<file path="config.mk">
export PLATFORM = sky130hd
export DESIGN_NAME = alu_exec
export DESIGN_NICKNAME = d
export VERILOG_FILES = /design/src/rtl/alu_pkg.sv /design/src/rtl/mul_iter.sv /design/src/rtl/alu_exec.sv
export SDC_FILE = /design/constraint.sdc
export NUM_CORES = 1
export LEC_CHECK = 0
export CAP_MARGIN = 30
export CORE_MARGIN = 3
export CORE_UTILIZATION = 52
export CTS_BUF_LIST = sky130_fd_sc_hd__clkbuf_4 sky130_fd_sc_hd__clkbuf_8 sky130_fd_sc_hd__clkbuf_16
export CTS_CLUSTER_DIAMETER = 120
export DETAILED_ROUTE_END_ITERATION = 8
export PLACE_DENSITY = 0.78
export SLEW_MARGIN = 20
export SYNTH_ARGS = -nofsm -noshare
export SYNTH_HDL_FRONTEND = slang
export SYNTH_SLANG_ARGS = --single-unit
</file>
<file path="constraint.sdc">
create_clock -name clk -period 4.9 [get_ports clk]
set_input_delay 0.735 -clock clk [delete_from_list [all_inputs] [get_ports clk]]
set_output_delay 0.735 -clock clk [all_outputs]
set_load 0.01 [all_outputs]
</file>
<file path="src/rtl/alu_pkg.sv">
// Shared opcode constants and FSM state type for the execution-stage ALU.
package alu_pkg;

   localparam logic [3:0] ALU_ADD = 4'b0000;
   localparam logic [3:0] ALU_SUB = 4'b0001;
   localparam logic [3:0] ALU_MUL = 4'b0010;

   typedef enum logic {IDLE, MUL} alu_state_t;

endpackage

</file>
<file path="src/rtl/mul_iter.sv">
// Iterative shift-add multiplier: one partial product per cycle, WIDTH cycles per operation.
module mul_iter #(
   parameter int WIDTH = 32
) (
   input  logic             clk,
   input  logic             reset,
   input  logic             start,
   input  logic             abort,
   input  logic [WIDTH-1:0] a,
   input  logic [WIDTH-1:0] b,
   output logic             done,
   output logic [WIDTH-1:0] product
);

   localparam int CW = (WIDTH > 1) ? $clog2(WIDTH) : 1;

   logic [WIDTH-1:0] mcand, mplr, acc, step_sum;
   logic [CW-1:0]    count;
   logic             active;

   // product includes the final step so the result can be registered on the last cycle
   assign step_sum = acc + (mplr[0] ? mcand : '0);
   assign product  = step_sum;
   assign done     = active && (count == '0);

   always_ff @(posedge clk) begin
      if (reset || abort) begin
         active <= 1'b0;
         count  <= '0;
         mcand  <= '0;
         mplr   <= '0;
         acc    <= '0;
      end else if (start) begin
         active <= 1'b1;
         count  <= CW'(WIDTH-1);
         mcand  <= a;
         mplr   <= b;
         acc    <= '0;
      end else if (active) begin
         acc   <= step_sum;
         mcand <= mcand << 1;
         mplr  <= mplr >> 1;
         count <= count - CW'(1);
         if (count == '0)
            active <= 1'b0;
      end
   end

endmodule

</file>
<file path="src/rtl/alu_exec.sv">
// Execution-stage ALU: single-cycle ADD/SUB, iterative MUL, valid/ready on both sides.
module alu_exec
   import alu_pkg::*;
#(
   parameter int WIDTH = 32,
   parameter int TAG_W = 5
) (
   input  logic             clk,
   input  logic             reset,
   input  logic             flush,
   input  logic             in_valid,
   output logic             in_ready,
   input  logic [3:0]       alu_control,
   input  logic [WIDTH-1:0] src_a,
   input  logic [WIDTH-1:0] src_b,
   input  logic [TAG_W-1:0] tag_in,
   output logic             out_valid,
   input  logic             out_ready,
   output logic [WIDTH-1:0] result,
   output logic [TAG_W-1:0] tag_out,
   output logic             zero,
   output logic             overflow,
   output logic             busy
);

   localparam int MSB = WIDTH - 1;

   alu_state_t       state, state_nx;
   logic             accept, is_mul, is_sub, alu_ovf, mul_done;
   logic [WIDTH-1:0] alu_res, mul_prod;
   logic [TAG_W-1:0] mul_tag;

   assign in_ready = (state == IDLE) && (!out_valid || out_ready);
   assign accept   = in_valid && in_ready && !flush;
   assign is_mul   = (alu_control == ALU_MUL);
   assign is_sub   = (alu_control == ALU_SUB);
   assign busy     = (state == MUL);

   // unknown opcodes fall through to ADD
   always_comb begin
      alu_res = is_sub ? (src_a - src_b) : (src_a + src_b);
      if (is_sub)
         alu_ovf = (src_a[MSB] != src_b[MSB]) && (alu_res[MSB] != src_a[MSB]);
      else
         alu_ovf = (src_a[MSB] == src_b[MSB]) && (alu_res[MSB] != src_a[MSB]);
   end

   mul_iter #(.WIDTH(WIDTH)) u_mul (
      .clk     (clk),
      .reset   (reset),
      .start   (accept && is_mul),
      .abort   (flush),
      .a       (src_a),
      .b       (src_b),
      .done    (mul_done),
      .product (mul_prod)
   );

   always_ff @(posedge clk) begin
      if (reset)
         state <= IDLE;
      else
         state <= state_nx;
   end

   always_comb begin
      state_nx = state;
      case (state)
         IDLE: if (accept && is_mul) state_nx = MUL;
         MUL:  if (mul_done)         state_nx = IDLE;
         default:                    state_nx = IDLE;
      endcase
      if (flush)
         state_nx = IDLE;
   end

   // accept is only possible when the held result is free, so outputs stay stable under stall
   always_ff @(posedge clk) begin
      if (reset) begin
         out_valid <= 1'b0;
         result    <= '0;
         tag_out   <= '0;
         zero      <= 1'b1;
         overflow  <= 1'b0;
         mul_tag   <= '0;
      end else if (flush) begin
         out_valid <= 1'b0;
      end else begin
         if (out_ready)
            out_valid <= 1'b0;
         if (accept && !is_mul) begin
            out_valid <= 1'b1;
            result    <= alu_res;
            tag_out   <= tag_in;
            zero      <= (alu_res == '0);
            overflow  <= alu_ovf;
         end else if (state == MUL && mul_done) begin
            out_valid <= 1'b1;
            result    <= mul_prod;
            tag_out   <= mul_tag;
            zero      <= (mul_prod == '0);
            overflow  <= 1'b0;
         end
         if (accept && is_mul)
            mul_tag <= tag_in;
      end
   end

endmodule
</file>
Yosys cells after proc, flatten, opt, wreduce, memory -nomap -nowiden
Cells that the tools add are included.
{"block": "totals", "reg_bits": 148, "in_bits": 78, "out_inout_bits": 42, "wordCells": 73}
{"block": "op_classes", "add_sub_neg": 4, "n_eq_ne": 5, "mux": 26, "bitwise_logic": 2, "n_reduce_logical": 24}
{"op": "2-to-1 mux 32 bit", "n": 8}
{"op": "adder 32 bit", "n": 2}
{"op": "logical NOT 32 bit", "n": 2}
{"op": "subtractor 32 bit", "n": 1}
{"op": "2-to-1 mux 5 bit", "n": 4}
{"op": "2-to-1 mux 1 bit", "n": 13}
{"op": "logical AND 1 bit", "n": 9}
{"op": "logical NOT 5 bit", "n": 1}
{"op": "subtractor 5 x 1 -> 5 bit (second input constant)", "n": 1}
{"op": "== test 4 x 1 -> 1 bit (second input constant)", "n": 1}
{"op": "== test 4 x 2 -> 1 bit (second input constant)", "n": 1}
{"op": "AND reduction 2 bit", "n": 2}
{"op": "nonzero test 2 bit", "n": 2}
{"op": "OR reduction 2 bit", "n": 2}
{"op": "logical NOT 1 bit", "n": 3}
{"op": "nonzero test 3 bit", "n": 1}
{"op": "logical OR 1 bit", "n": 2}
{"op": "inequality test 1 bit", "n": 2}
{"op": "inverter 1 bit", "n": 2}
{"op": "case mux 1 bit (2 select lines)", "n": 1}
{"op": "== test 1 bit", "n": 1}

Depth between registers and ports, before layout
{"block": "depth", "depth_word": 8, "depth_mapped": 22, "depth_no_buf": 21}

Cells and area by module
A second synthesis with hierarchy kept.
{"block": "hier_totals", "hier_cells": 1449, "area_unflattened_um2": 11043.1}
{"mod": "mul_iter", "instances": 1, "cells_each": 802, "area_per_inst_um2": 6356.1}
{"mod": "alu_exec", "instances": 1, "cells_each": 647, "area_per_inst_um2": 4687.0}

Least setup slack after synthesis
No wires, ideal clock.
{"block": "synth_path", "path_kind": "input to register", "start": "input alu_control[1]", "end": "register zero", "t_arrival_ps": 4636, "slack_ps": 150, "path_stages": 16, "path_cell_list": "nor4b_1 clkbuf_1 nor2_1 xnor2_1 ha_1 a21o_1 a221oi_2 a211oi_1 o31a_1 a21o_1 a2111oi_0 a31oi_1 nand4_1 nor4_1 nand2b_1 a21o_1"}
{"block": "synth_via", "elab_chain_len": 5}
{"item": "from (decl)", "line_no": "alu_exec.sv:13", "text": "input logic [3:0] alu_control,"}
{"item": "parallel branches: the longest is 5 deep, another holds 2-to-1 mux 32 bit"}
{"item": "to (signal assigned)", "line_no": "alu_exec.sv:95", "text": "zero <= (alu_res == '0);"}
{"item": "to (signal assigned)", "line_no": "alu_exec.sv:101", "text": "zero <= (mul_prod == '0);"}
{"item": "to (decl)", "line_no": "alu_exec.sv:21", "text": "output logic zero,"}
Several ways; the timed one is not identified.
A chain may end at the register's enable or synchronous reset.

Worst setup path after layout
Same ends and word-level chain as after synthesis.

==> metrics.md <==
| Metric | Value |
|---|---|
| Critical path launch point type | primary input |
| Final period utilization | 0.956 |
| Total setup buffers inserted after CTS | 0 |
| Ant. Diodes | 0 |
| Per-cell routed wire length | 18.0 um |
| First-pass GRT wire length | 50400 um |
| Share of post-route cells with drive strength above 1 | 0.105 |
| Top FF cell, synth | dfxtp_1 |
| Final setup viols | 0 |
| WHS Path Cells | 2 |
| GPL Wtd Cong | 0.902 |
| Slew @ Worst Pin | 0.977 ns |
| Busiest grt layer | met2 |
| Post-synthesis compound-gate area fraction | 0.226 |
| Routed vias/inst | 5.95 |
| Skew-Pair Late Insertion Delay | 0.43 ns |
| Layout Cells excl Fill | 1746 |
| Detailed Route Iter0 Violations | 965 |
| Met2 Resource Use GR | 0.450 |
| Vias | 10400 |
| Worst r2r path cells | 16 |
| Worst R2R End | zero$_SDFFE_PP1P_ |
| Initial Util | 0.536 |
| Row cnt | 51 |
| Antenna violations before repair | 0 |
| Clock Path Buffers | 2 |
| Cells along the critical path | clkdlybuf4s50_1, or4b_2, mux2i_1, fa_1, a21o_1, buf_4, a221o_1, xnor2_1, o2111ai_1, nor4_1, buf_4, nand4_1, nor4_2, nand4_1, nor4_1, nand2b_1, a21o_1 |
| DP HPWL | 23400 um |
| Reg-to-reg startpoint | u_mul.mplr[0]$_SDFFE_PP0P_ |
| Hold_sp | result[0]$_SDFFE_PP0P_ |
| CP Capture Type | register |
| Global route total overflow | 0 |
| Placement Setup Slack | -0.213 ns |
| Seq cells post-synth | 148 |
| Status | finished clean |
| Worst-path fanout max | 3 |
| Number of max-cap violations | 0 |
| Num Clock Sinks | 148 |
| CP required | 5.28 ns |
| Met3 usage | 0.0424 |
| Max Freq | 0.214 GHz |
| Final Hold Violating Endpoints | 0 |
| Horiz. Die Dim | 148 um |
| Top Ports | 120 |
| Largest family of logic cells by synthesized area | compound AO/OA/AOI/OAI gates |
| VDD IR max | 0.227 mV |
| DRT antenna net count | 0 |
| Crit-path slowest cell | or4b_2 |
| Max-slew violation count | 0 |
| Design Power | 3.23 mW |
| DRC Markers | 0 |
| Ys async rst share | 0 |
| Max-slew headroom | 0.339 |
| GRT Overall Usage | 0.281 |
| Fin crit period | 4.68 ns |
| CTS Buf Count | 17 |
| TritonCTS clock tree | yes |
| Adder-cell share of the synthesized area | 0.0811 |
| Worst min path class | reg -> reg |
| Final core occ | 0.664 |
| Worst path top cell family by delay | simple AND/OR/NAND/NOR gates |
| Syn. warnings | 0 |
| Worst Slack Setup Final | 0.217 ns |
| Critical path arrival | 5.06 ns |
| Clk slew on worst S/H paths | 0.07 ns |
| Post-Syn Area per Cell | 7.96 um2 |
| Drt pass-1 iters | 6 |
| Post-Synth Simple-Gate Area | 0.216 |
| Xor/xnor share of the synthesized area | 0.0724 |
| Die area | 22000 um2 |
| Final net count | 1613 |
| Clock root cell | clkbuf_16 |
| Gate Count Post-Synth | 1323 |
| Top post-synthesis cells by area | dfxtp_1 28%, mux2i_1 8.4%, ha_1 7.7% |
| Die height | 148 um |
| Worst Hold End | result[0]$_SDFFE_PP0P_ |
| Seq/Total Area, Yosys | 0.281 |
| EDFF count, synth | 0 |
| RSZ-0062 raised after global routing | false |
| Crit path kind | in -> reg |
| Syn Std Cell Area | 10500 um2 |
| Pwr dens | 248 nW/um2 |
| Clock skew | 0.0109 ns |
| R2R Setup Slk | 0.83 ns |
| Post-synthesis mux area share | 0.0847 |
| Met1 usage | 0.394 |
| Placed cells | 1713 |
| Vias in the first global route | 9925 |
| Netlist cell types | 80 |
| CORE AREA | 19700 um2 |
| Htree depth | 4 |
| Setup TNS | 0 ns |
| CP startpoint | alu_control[1] |
| Crit path buf inv count | 3 |
| Max incr delay on CP | 0.77 ns |
| Largest net degree at the start of global routing | 65 |
| Leak | 4.98 nW |
| Drt total wl | 31300 um |
| Yosys top cell area share | 0.281 |
| Post-synth top area cell | dfxtp_1 |
| Area delta synth->final | 24.0% |
| Input/output buffers | 119 |
| Syn Nets | 1468 |
[logic make-up after synthesis]
kind of cell,after synthesis
adder cells (fa/ha/maj),67
AO/OA/AOI/OAI,347
multiplexers,89
flip-flops,148
buffers and inverters,103
AND/OR/NAND/NOR,482
XOR/XNOR,87
[per-layer routing]
metal | up-vias | part of all wire | wire [um]
met1 | 4868 | 0.47 | 14600
met3 | 53 | 0.056 | 1750
li1 | 5117 | - | -
met4 | 0 | 0.022 | 687
met2 | 355 | 0.46 | 14300
met5 | - | 0 | 0
[layout make-up]
cell class / count / area (um2)
fillers: 1694 / 6610
well taps: 265 / 332
multi-input cells: 1072 / 7220
inverters: 20 / 75.1
clock inverters: 10 / 70.1
clock buffers: 22 / 488
repair buffers: 209 / 1890
flip-flops and latches: 148 / 2970
[worst max-delay path by stage]
| stage | endpoint | slack (ns) | depth (start not counted) |
|---|---|---|---|
| after floorplan | zero$_SDFFE_PP1P_ | 0.15 | 16 |
| final | zero$_SDFFE_PP1P_ | 0.22 | 17 |
| after detailed placement | zero$_SDFFE_PP1P_ | -0.21 | 17 |
| after global placement | zero$_SDFFE_PP1P_ | -0.15 | 17 |
| after global routing | zero$_SDFFE_PP1P_ | 0.01 | 17 |
| after CTS | zero$_SDFFE_PP1P_ | 0.18 | 17 |
[cells in the final DEF (no fill, tap or decap), types with 17 or more instances in the layout]
master           synthesis  routed
a21o_1                  22      22
buf_4                    0      88
xnor2_1                 51      51
and2_1                  42      42
nand3_1                 17      17
xor2_1                  36      36
nand2_1                 99      98
nand4_1                 18      18
o21ai_0                 35      35
nor3_1                  38      38
ha_1                    65      65
dfxtp_1                148     147
clkdlybuf4s50_1          0     118
nor2_1                 199     197
a21oi_1                 93      93
a211oi_1                91      91
clkbuf_16                0      17
inv_1                   20      20
mux2i_1                 88      88
[tightest hold or removal path: cells and delay by family (launching register included)]
kind	cells	cell delay [ns]
flops	1	0.31
compound gates	1	0.05
simple gates	1	0.05
[power by group]
part           internal (mW)  switching (mW)
logic                  0.348           0.400
registers               1.22         0.00957
clock network          0.709           0.544
total                   2.28           0.953
[sequential cells by signal (all words and copies together), names as in the netlist]
name	cells
result	32
overflow	1
busy	1
u_mul.count	5
out_valid	1
zero	1
u_mul.mcand	32
u_mul.active	1
u_mul.acc	32
mul_tag	5
u_mul.mplr	32
tag_out	5
[repair_timing]
item / CTS / global route
endpoints found under the setup margin: 0 / 3
gates resized for setup: 0 / 9
endpoints found under the hold margin: 0 / 0
hold buffers: 0 / 0
[per-stage QoR]
stage               instance area, um2  hold WS (ns)
floorplan                        10500         0.437
global placement                 12400         0.439
detailed placement               12400         0.446
finish                           13000         0.449
CTS                              13000         0.454
global route                     13000         0.478
[cell usage after synthesis, drive strengths merged (6+ instances only)]
library cell	n
xor2	36
or2	6
nor3	38
or4	6
a211oi	93
mux2i	88
a31oi	8
and3	11
buf	14
a21oi	94
clkbuf	69
a21o	22
nor4b	7
nand2	100
inv	20
dfxtp	148
ha	65
o31ai	8
o21ai	43
o21a	8
xnor2	51
and2	42
nor2b	7
nand4	18
nor4	8
nand2b	6
nand3	17
o211ai	13
nor2	200
a311oi	12
No activity file was read; power rests on OpenSTA's default activity.
